## config.mk

```make
export PLATFORM = sky130hd
export DESIGN_NAME = mem_stage
export DESIGN_NICKNAME = d
export VERILOG_FILES = /design/src/rtl/mem_stage.sv
export SDC_FILE = /design/constraint.sdc
export NUM_CORES = 1
export LEC_CHECK = 0
export BUFFER_PORTS_ARGS = -buffer_cell sky130_fd_sc_hd__buf_2
export CORE_AREA = 5 5 164 166
export DETAILED_ROUTE_END_ITERATION = 16
export DIE_AREA = 0 0 169 171
export HOLD_SLACK_MARGIN = 0.06
export PLACE_DENSITY = 0.73
export REMOVE_ABC_BUFFERS = 1
export SYNTH_ARGS = -nofsm -noshare
export SYNTH_HDL_FRONTEND = slang
export SYNTH_SLANG_ARGS = --single-unit
```

## constraint.sdc

```tcl
create_clock -name clk -period 8.1 [get_ports clk]
set_input_delay 1.215 -clock clk [delete_from_list [all_inputs] [get_ports clk]]
set_output_delay 1.215 -clock clk [all_outputs]
set_load 0.03 [all_outputs]
```

## src/rtl/mem_stage.sv

```systemverilog
// mem_stage: memory-access pipeline stage.
// Registers the EX->MEM bundle, buffers the data SRAM read word across
// stalls, extracts/extends load data and builds the WB and ID-forwarding
// buses combinationally from the stage register.
module mem_stage (
    input  logic         clk,
    input  logic         rst,
    input  logic [5:0]   stall,
    input  logic [144:0] ex_to_mem_bus,
    input  logic [31:0]  data_sram_rdata,
    output logic [135:0] mem_to_wb_bus,
    output logic [103:0] mem_to_id_bus
);

    // Field layout of the EX->MEM bundle; first member lands in the MSBs.
    typedef struct packed {
        logic        hi_we;
        logic        lo_we;
        logic [31:0] hi;
        logic [31:0] lo;
        logic [31:0] pc;
        logic [2:0]  mem_op;
        logic        data_ram_en;
        logic [3:0]  data_ram_wen;
        logic        sel_rf_res;
        logic        rf_we;
        logic [4:0]  rf_waddr;
        logic [31:0] ex_result;
    } ex_mem_t;

    // Load sub-operation encodings; every other code reads a full word.
    localparam logic [2:0] OP_LB  = 3'b001;
    localparam logic [2:0] OP_LBU = 3'b010;
    localparam logic [2:0] OP_LH  = 3'b011;
    localparam logic [2:0] OP_LHU = 3'b100;

    ex_mem_t     r;
    logic [31:0] rbuf;
    logic        rbuf_v;

    logic        load_new;
    logic        load_bubble;
    logic        ld;
    logic [31:0] rd;
    logic [1:0]  offset;
    logic [7:0]  rd_byte;
    logic [15:0] rd_half;
    logic [31:0] load_result;
    logic [31:0] rf_wdata;

    // Only the MEM (bit 3) and WB (bit 4) stall controls matter here.
    logic unused_stall;
    assign unused_stall = ^{stall[5], stall[2:0]};

    // A bubble is inserted when MEM stalls but WB keeps draining; a new
    // instruction enters whenever MEM is not stalled; otherwise R holds.
    assign load_bubble = stall[3] & ~stall[4];
    assign load_new    = ~stall[3];

    // Stage register: reset, bubble, load or hold.
    // NOTE: sequential state uses non-blocking assignments so every flop
    // samples pre-edge values regardless of statement order.
    always_ff @(posedge clk or posedge rst) begin
        if (rst) begin
            r <= '0;
        end else if (load_bubble) begin
            r <= '0;
        end else if (load_new) begin
            r <= ex_to_mem_bus;
        end
    end

    assign ld = r.data_ram_en & (r.data_ram_wen == 4'b0000);

    // Read-data buffer: the SRAM word is only valid in the load's first MEM
    // cycle, so capture it on the first held edge and keep it until R moves.
    // NOTE: rbuf is reset as well so no stale word survives a reset, even
    // though rbuf_v alone would gate its use.
    always_ff @(posedge clk or posedge rst) begin
        if (rst) begin
            rbuf   <= '0;
            rbuf_v <= 1'b0;
        end else if (load_bubble || load_new) begin
            rbuf_v <= 1'b0;
        end else if (ld && !rbuf_v) begin
            rbuf   <= data_sram_rdata;
            rbuf_v <= 1'b1;
        end
    end

    assign rd     = rbuf_v ? rbuf : data_sram_rdata;
    assign offset = r.ex_result[1:0];

    // Little-endian byte and halfword lanes; halfwords ignore offset[0].
    always_comb begin
        rd_byte = rd[7:0];
        unique case (offset)
            2'd0: rd_byte = rd[7:0];
            2'd1: rd_byte = rd[15:8];
            2'd2: rd_byte = rd[23:16];
            2'd3: rd_byte = rd[31:24];
        endcase
        rd_half = offset[1] ? rd[31:16] : rd[15:0];
    end

    // Load-data extension by mem_op.
    // NOTE: the default assignment first keeps this block free of latches
    // for codes the case does not list.
    always_comb begin
        load_result = rd;
        case (r.mem_op)
            OP_LB:   load_result = {{24{rd_byte[7]}}, rd_byte};
            OP_LBU:  load_result = {24'd0, rd_byte};
            OP_LH:   load_result = {{16{rd_half[15]}}, rd_half};
            OP_LHU:  load_result = {16'd0, rd_half};
            default: load_result = rd;
        endcase
    end

    assign rf_wdata = r.sel_rf_res ? load_result : r.ex_result;

    assign mem_to_wb_bus = {r.hi_we, r.lo_we, r.hi, r.lo, r.pc,
                            r.rf_we, r.rf_waddr, rf_wdata};

    assign mem_to_id_bus = {r.rf_we, r.rf_waddr, rf_wdata,
                            r.hi_we, r.lo_we, r.hi, r.lo};

endmodule

```

[After elaboration in Yosys (flattened, before gate mapping)]
Cells that the tools add are included.
Operators by class
  reduce and logical (&&, ||, !) cells: 7
  bitwise operators: 5
  equal/unequal tests: 8
  mux-type cells: 9
Operators by type and width (number)
  145-bit two-way mux: 2
  32-bit one-hot mux with 4 select lines: 1
  32-bit two-way mux: 2
  8-bit one-hot mux with 4 select lines: 1
  16-bit two-way mux: 1
  3-bit by 2-bit equality test with 1-bit output, second input constant: 2
  2-bit equality test, second input constant: 2
  4-bit zero test: 1
  3-bit by 1-bit equality test with 1-bit output, second input constant: 1
  3-bit equality test, second input constant: 1
  1-bit NOT: 3
  1-bit AND: 2
  2-bit by 1-bit equality test with 1-bit output, second input constant: 1
  2-bit zero test: 1
  1-bit two-way mux: 2
  2-bit by 1-bit != test with 1-bit output, second input constant: 1
  2-bit AND reduction: 1
  2-bit nonzero test: 1
  1-bit logical AND: 1
  1-bit zero test: 1
  1-bit logical OR: 1
Word-level totals
  register bits after elaboration: 178
  logic and storage cells: 43

[Depth between registers and ports, before layout]
  word-level depth: 5
  gate-level depth with buffers: 8

[Worst setup path before layout]
OpenSTA, ideal clock, no wires.
  path type: input -> output
  start point: in data_sram_rdata[23]
  end point: out mem_to_wb_bus[7]
  arrival: 2844 ps
  cell stages on the path: 5
  required time: 6885 ps
  path slack: 4041 ps
  path through: nor2b_2 -> a2111oi_2 -> or4b_1 -> a41oi_1 -> buf_4
Between the ends
  word-level cells in the longest chain between the ends: 4
  elaborated cells on any way between the ends: 5
  classes of those cells: mux: 5
RTL lines
  start, declared: line 10  | input logic [31:0] data_sram_rdata,
  32-bit two-way mux *: line 91  | assign rd = rbuf_v ? rbuf : data_sram_rdata;
  8-bit one-hot mux with 4 select lines or 16-bit two-way mux (tied branches): line 97, 103
  32-bit one-hot mux with 4 select lines *: line 111  | case (r.mem_op)
  32-bit two-way mux *: line 120  | assign rf_wdata = r.sel_rf_res ? load_result : r.ex_result;
  end, declared: line 11  | output logic [135:0] mem_to_wb_bus,
Mark *: on every way between the ends. The rest lies on a longest branch, timed or not.

[Worst setup path after layout]
  start point: reg r (netlist bit offset[1])
  end point: out mem_to_wb_bus[24]
Between the ends
  word-level cells in the longest chain between the ends: 4
  elaborated cells on any way between the ends: 8
  classes of those cells: eq/ne: 3; mux: 4; reduce/logical: 1
RTL lines
  start, declared: line 37  | ex_mem_t r;
  start signal, assigned: line 69  | r <= ex_to_mem_bus;
  2-bit equality test, or another cell as far along: line 97  | unique case (offset)
  8-bit one-hot mux with 4 select lines: line 97
  32-bit one-hot mux with 4 select lines *: line 111
  32-bit two-way mux *: line 120
Marked as above.

==> reports/metrics.cfg <==
[clocking]
cts_made_buffers=17
cts_root_buffer=clkbuf_16
cts_htree_levels=4
tritoncts=yes
clk_pin_slew_worst_paths_ns=0.07
clock_sinks=178
cts_setup_buffers=0
cts.hold.buffers_added=0
cts.repair.resized=0
cts_buffer_depth=2
clk_latency_ns=0.42

[route]
drc=0
drtIter0Drc=496
vias_per_cell=4.84
drtAntennaViolNets=0
wirelength_um=28300
first_pass_iters=5
vias=7871
avgRoutedWirePerCell_um=17.4

[worst_setup_path]
rr_endpoint=rbuf[4]
crit_fanout=23
reg2regPathDepth=3
end_kind=primary output
critical_path_class=reg -> out
r2r-start=r[39]
r2r_slack_ns=5.89
cp.arrival_ns=3.49
required_ns=6.88
start_kind=flop

[timing]
setup-tns-final_ns=0
setup_viol=0
fmax_ghz=0.212
post-route-period-util=0.581
post-route-worst-setup-slack_ns=3.39
fin_skew_ns=0.0130
hold_violations=0
hold-worst-slack_ns=0.488
rsz0062_at_grt=no
worst_slew_pin_slew_ns=1.06
fin_crit_ns=4.71
drv_slew=0
max-slew-margin-rel=0.292

[synthesis]
yosysMostFrequentCell=buf_4
synth_seq_cells=178
syn_area_mm2=0.0101
synth.distinct_cells=52
ys_top_cells_by_count=214 x buf_4, 178 x dfrtp_1, 149 x inv_1, 149 x o21ai_0, 110 x nand3_1
ys_seq_area_frac=0.439
dominantRegCellSynth=dfrtp_1
ys_top_cells_by_area=dfrtp_1 44%, buf_4 16%, o21ai_0 7.4%
synth_top_area_frac=0.439
yosys_warnings=0
syn_inst=1109
synth_area_leader_cell=dfrtp_1
synth_edf_count=0
async_flop_share=1.00
syn_avg_cell_area_um2=9.14

[pwr]
p_leak_nw=6.03
p_total_mw=2.52
vdd_ir_drop_max_v=0.000137
powerDensity_mw_per_mm2=221

[job]
max_cap_violations=0

[die]
fp-row-count=59
chipWidth_um=169
start_util=0.398
coreArea_mm2=0.0255
io_pins=425
die_area_mm2=0.0289
die_y_um=171

[global_routing]
grt_pass1_wl_um=43000
gr-total-overflow=0
antenna_found_initial=5
grt_use_met3=0.0545
grt.met1_usage=0.237
grtUsageMet2=0.305
grt.total_usage=0.187
top_usage_layer=met2
grt_max_degree=114
grt_pass1_vias=7651

[worst_hold_path]
holdPathEnd=r[42]
whs_path_depth=2
min_path_type=reg -> reg
hold_start=r[42]

[placement]
place_ws_ns=3.65
dp_hpwl_um=20500
dpl-instance-area_mm2=0.0108
place_inst=1592
io_buffers=420
gp_congestion=0.840

[finish]
drive_gt1_frac=0.400
final_cells=1626
stdcell_area_mm2=0.0114
finish.utilization=0.449
areaGrowthSynthToFinish_pct=12.9
nets=1461

[outcome]
outcome=finished, final reports clean

[metal layers]
| metal | vias up | wire length (µm) | share of wire |
|---|---|---|---|
| met5 | - | 41 | 0.0015 |
| li1 | 3792 | - | - |
| met3 | 40 | 2220 | 0.078 |
| met2 | 293 | 13800 | 0.49 |
| met1 | 3740 | 11500 | 0.41 |
| met4 | 6 | 717 | 0.025 |
[registers in the layout, summed over array words and instances (netlist names)]
| register | flops |
|---|---|
| mem_to_id_bus | 72 |
| mem_to_wb_bus | 32 |
| offset | 2 |
| r | 39 |
| rbuf | 32 |
| rbuf_v | 1 |
[report_power, final]
| part | leakage (nW) | switching, mW | internal [mW] |
|---|---|---|---|
| Clock | 0.289 | 0.417 | 0.416 |
| Combinational | 3.49 | 0.424 | 0.206 |
| Sequential | 2.25 | 0.0751 | 0.985 |
| Total | 6.03 | 0.916 | 1.61 |
[kinds of logic (layout without fill, tap and decap cells)]
group	count (synthesis)	in the layout	synth area share
AOI/OAI and AO/OA	210	210	0.130
buffers and inverters	429	609	0.242
DFF	178	178	0.439
xor gates and xnor gates	1	1	0.000864
muxes	70	70	0.0811
other	0	2	0
and+or+nand+nor	221	221	0.107
[area by class of cell]
cell class	instances	area, µm²
Antenna cell	2	5.00
Clock buffer	17	425
Clock inverter	15	163
Fill cell	2491	14000
Inverter	149	567
Multi-Input combinational cell	502	3240
Sequential cell	178	4460
Tap cell	335	419
Timing Repair Buffer	428	2170
[critical path: stages (launching register included)]
cell and delay (ns):
dfrtp_1 0.94, inv_1 0.39, a2111oi_2 0.51, o41ai_4 0.22
buf_4 0.32, o32a_1 0.47, buf_2 0.22
[layout by cell type, fill, tap and decap left out, drive strengths merged, types with 4 or more instances in the layout]
cell and n:
nand2 45, clkinv 5, clkbuf 17, nor3 4, mux2 37, nor2b 6, nand3 110, inv 159
and2 4, o22a 5, o21ai 149, o211ai 5, buf 428, mux2i 27, o311ai 4, nor2 29
o32a 19, nand2b 7, mux4 6, dfrtp 178
[worst max path at each step]
stage | from | endpoint | slack [ns] | depth (start not counted)
after floorplan | rst | mem_to_id_bus[0] | 2.05 | 1
after global routing | offset[1] | mem_to_id_bus[90] | 3.13 | 6
after global placement | data_sram_rdata[7] | mem_to_id_bus[90] | 3.68 | 7
after detailed placement | data_sram_rdata[7] | mem_to_id_bus[90] | 3.65 | 7
after CTS | offset[1] | mem_to_id_bus[90] | 3.32 | 6
final | offset[1] | mem_to_wb_bus[24] | 3.39 | 6
No activity file was read; power rests on OpenSTA's default activity.
